**src/rtl/evict_wb_control.sv**
```systemverilog
// Control FSM for the single-entry eviction write buffer: decides when an evicted
// line is captured (load) and when it is written back to physical memory.
module evict_wb_control (
    input  logic clk,
    input  logic rst_n,
    input  logic write,
    input  logic pmem_read,
    input  logic pmem_resp,
    input  logic full,
    output logic load,
    output logic pmem_write
);

    typedef enum logic [1:0] {
        EMPTY     = 2'd0,
        HOLD      = 2'd1,
        WRITEBACK = 2'd2
    } state_t;

    state_t state;
    state_t state_next;

    always_ff @(posedge clk or negedge rst_n) begin
        if (!rst_n) begin
            state <= EMPTY;
        end else begin
            state <= state_next;
        end
    end

    // load is gated by rst_n so that no capture is signalled while reset is held.
    always_comb begin
        state_next = state;
        load       = 1'b0;
        pmem_write = 1'b0;
        case (state)
            EMPTY: begin
                if (write && !full) begin
                    load       = rst_n;
                    state_next = pmem_read ? HOLD : WRITEBACK;
                end
            end
            HOLD: begin
                if (!pmem_read) begin
                    state_next = WRITEBACK;
                end
            end
            WRITEBACK: begin
                // Demand reads arriving now wait; an in-flight write-back is never aborted.
                pmem_write = 1'b1;
                if (pmem_resp) begin
                    state_next = EMPTY;
                end
            end
            default: begin
                state_next = EMPTY;
            end
        endcase
    end

endmodule

```
**config.mk**
```make
export PLATFORM = sky130hd
export DESIGN_NAME = evict_wb_control
export DESIGN_NICKNAME = d
export VERILOG_FILES = /design/src/rtl/evict_wb_control.sv
export SDC_FILE = /design/constraint.sdc
export NUM_CORES = 1
export LEC_CHECK = 0
export ABC_AREA = 1
export CELL_PAD_IN_SITES_DETAIL_PLACEMENT = 0
export CELL_PAD_IN_SITES_GLOBAL_PLACEMENT = 1
export CORE_AREA = 3 3 40 42
export CTS_BUF_LIST = sky130_fd_sc_hd__clkbuf_8
export CTS_CLUSTER_SIZE = 20
export DETAILED_ROUTE_END_ITERATION = 10
export DIE_AREA = 0 0 43 45
export PLACE_DENSITY = 0.46
export REMOVE_ABC_BUFFERS = 1
export SETUP_SLACK_MARGIN = 0.15
export SLEW_MARGIN = 20
export SYNTH_ARGS = -nofsm -noshare
export SYNTH_HDL_FRONTEND = slang
export SYNTH_SLANG_ARGS = --single-unit
```
**constraint.sdc**
```tcl
create_clock -name clk -period 1.7 [get_ports clk]
set_clock_uncertainty 0.2 [all_clocks]
set_input_delay 0.17 -clock clk [delete_from_list [all_inputs] [get_ports clk]]
set_output_delay 0.17 -clock clk [all_outputs]
set_load 0.02 [all_outputs]
```
==> qor.csv <==
stage,metric,value,unit
finish,largest_reg_flops,2,
worst_setup_path,arrival,1080,ps
floorplan,core-area,1280,um2
clock_tree,cts_inserted_buffers,3,
worst_setup_path,startpoint_type,flip-flop,
power_and_ir_drop,seqPwrFrac,0.220,
sta,finalCriticalPeriod,1450,ps
yosys,yosysSeqAreaShare,0.412,
power_and_ir_drop,p_switching,87.1,uW
worst_hold_path,hold_path_class,input pin to async pin,
power_and_ir_drop,pwr-share-clk,0.562,
floorplan,initial_core_util,0.0944,
routing,ant_nets,0,
sta,hold_viol,0,
run_status,outcome,completed,
global_route,grt_max_degree,6,
routing,drcViolationCount,0,
finish,stdcell_area,253,um2
routing,drtPass1Iterations,2,
power_and_ir_drop,peakVddDrop,0.482,mV
sta,relSlewSlack,0.860,
power_and_ir_drop,leakage,0.000135,uW
global_route,grt_use_total,0.0466,
worst_setup_path,critPathRequiredTime,1330,ps
global_route,use_met1,0.0410,
global_route,top_usage_layer,met2,
finish,reg_top3,state: 2 flops,
sta,period_share,0.854,
global_route,grt_pass1_vias,168,
floorplan,io_pins,8,
yosys,ys_types,8,
yosys,syn-instance-count,19,
worst_setup_path,path_class,flip-flop to output port,
routing,routedWlPerCell,7.73,um
place,place_congestion,0.583,
clock_tree,htreeDepth,1,
power_and_ir_drop,p_per_area,1310,nW/um2
worst_setup_path,reg2reg_from,state[1],
clock_tree,clock_path_buffers,2,
worst_setup_path,r2r_cells,4,
floorplan,die_h,45,um
sta,rsz0062_at_grt,false,
finish,utilization,0.197,
global_route,use_met3,0.0279,
worst_setup_path,end_kind,output port,
worst_setup_path,r2r_end,state[1],
worst_setup_path,critPathMaxStageDelay,390,ps
finish,antennaDiodeCount,0,
sta,finalSetupViolations,0,
clock_tree,cts_setup_buffers,0,
global_route,overflow,0,
worst_setup_path,r2r_setup_slack,630,ps
place,dp.cells,42,
clock_tree,clockRootBuffer,clkbuf_8,
finish,layout-drive-gt1-share,0.167,
power_and_ir_drop,p_int,243,uW
clock_tree,cts_tree,yes,
sta,tns,0,ps
yosys,yosys_warnings,0,
floorplan,die-width,43,um
finish,fin_nets,38,
yosys,syn_area,121,um2
worst_setup_path,cp_max_fo,5,
routing,vias,148,
global_route,grt_pass1_wl,600,um
worst_setup_path,cp.depth,3,
finish,stdcell_count,45,
routing,routed_via_density,3.29,
routing,drtIter0Drc,5,
clock_tree,clk_latency,210,ps
job,drv_cap,0,
sta,drv_slew,0,
sta,worst_slew_pin_slew,211,ps
finish,synthToLayoutAreaGrowth,108,%
global_route,met2_usage,0.0689,
place,placed_cell_area,218,um2
clock_tree,cts.sinks,2,
worst_setup_path,cp-endpoint,pmem_write,
sta,max_freq,0.689,GHz
global_route,antenna_found_initial,0,
worst_setup_path,slowest_stage,dfrtp_1,
worst_setup_path,cp_cell_sequence,inv_1 -> nor2_1 -> dlygate4sd2_1,
power_and_ir_drop,combPwrFrac,0.218,
yosys,ys_ff_latch,2,
floorplan,rows,13,
finish,fill_cells,146,
yosys,synth_area_per_cell,6.39,um2
power_and_ir_drop,switching_share,0.264,
place,place_hpwl,268,um
worst_setup_path,critPathLaunch,state[1],
clock_tree,holdBufCountCts,0,
worst_setup_path,path_delay_family,buffers and inverters,
clock_tree,cts.clk_slew.worst_paths,30,ps
floorplan,die-area,1940,um2
power_and_ir_drop,total_power,330,uW
place,port-buffer-count,7,
worst_setup_path,worst-path-buf-inv,2,
routing,routed_wl,348,um
finish,regMostFlops,state,
cell usage after synthesis:
| cell type | number | area, um2 |
|---|---|---|
| a21oi_1 | 1 | 5.00 |
| dfrtp_1 | 2 | 50.1 |
| inv_1 | 5 | 18.8 |
| nand2_1 | 5 | 18.8 |
| nand3_1 | 2 | 10.0 |
| nor2_1 | 2 | 7.51 |
| nor3_1 | 1 | 5.00 |
| or2_1 | 1 | 6.26 |
stage by stage:
stage	hold slack [ps]	setup slack, ps
4_1_cts	56.3	101
2_1_floorplan	-326	425
5_1_grt	73.8	167
3_5_place_dp	280	-185
3_3_place_gp	266	-164
6_report	56.8	248
per-layer routing:
| layer | part of all wire | vias up |
|---|---|---|
| met5 | 0 | - |
| met4 | 0.034 | 0 |
| met3 | 0.12 | 2 |
| met2 | 0.43 | 7 |
| met1 | 0.42 | 61 |
| li1 | - | 78 |
what timing repair did:
| action | CTS | global route |
|---|---|---|
| gates resized for setup | 2 | 3 |
| cloned | 0 | 0 |
| hold endpoints to repair | 0 | 0 |
| setup endpoints to repair | 2 | 1 |
power groups by stage:
stage,clock network (uW),registers [uW],logic (uW)
after global routing,197,75.0,82.6
after global placement,0,73.0,77.8
final,185,72.4,72.0
after floorplan,0,69.1,43.5
after detailed placement,0,73.1,79.2
after CTS,194,72.7,73.6
worst reg2reg max path: cells and delay by family (launching register included):
kind / cells / cell delay [ps]
buffers and inverters: 1 / 50
flip-flops: 1 / 400
AND/OR/NAND/NOR: 3 / 370
area by class of cell:
class | count | area [um2] | share of cell area
repair buffers | 8 | 71.3 | 0.282
clock buffers | 3 | 41.3 | 0.163
multi-input cells | 12 | 52.6 | 0.208
inverters | 5 | 18.8 | 0.0743
well taps | 15 | 18.8 | 0.0743
flip-flops and latches | 2 | 50.0 | 0.198
placed cells by master (no fill, tap or decap):
cell type / n
nand2_1: 5
buf_4: 1
dlygate4sd2_1: 1
or2_1: 1
nor2_1: 2
nor3_1: 1
nand3_1: 2
inv_1: 5
dfrtp_1: 2
clkbuf_8: 3
a21oi_1: 1
clkdlybuf4s50_1: 5
clkbuf_2: 1
cells by family after synthesis:
group | after synthesis | share of synthesized area
buf+inv | 5 | 0.155
compound gates | 1 | 0.0412
flops | 2 | 0.412
simple gates | 11 | 0.392
how the worst min path moves through the flow:
stage,end,cells past startpoint
2_1_floorplan,state[0],0
3_3_place_gp,state[0],2
3_5_place_dp,state[1],2
4_1_cts,state[0],2
5_1_grt,state[0],2
6_report,state[0],2
Power figures use the tool's default switching activity.
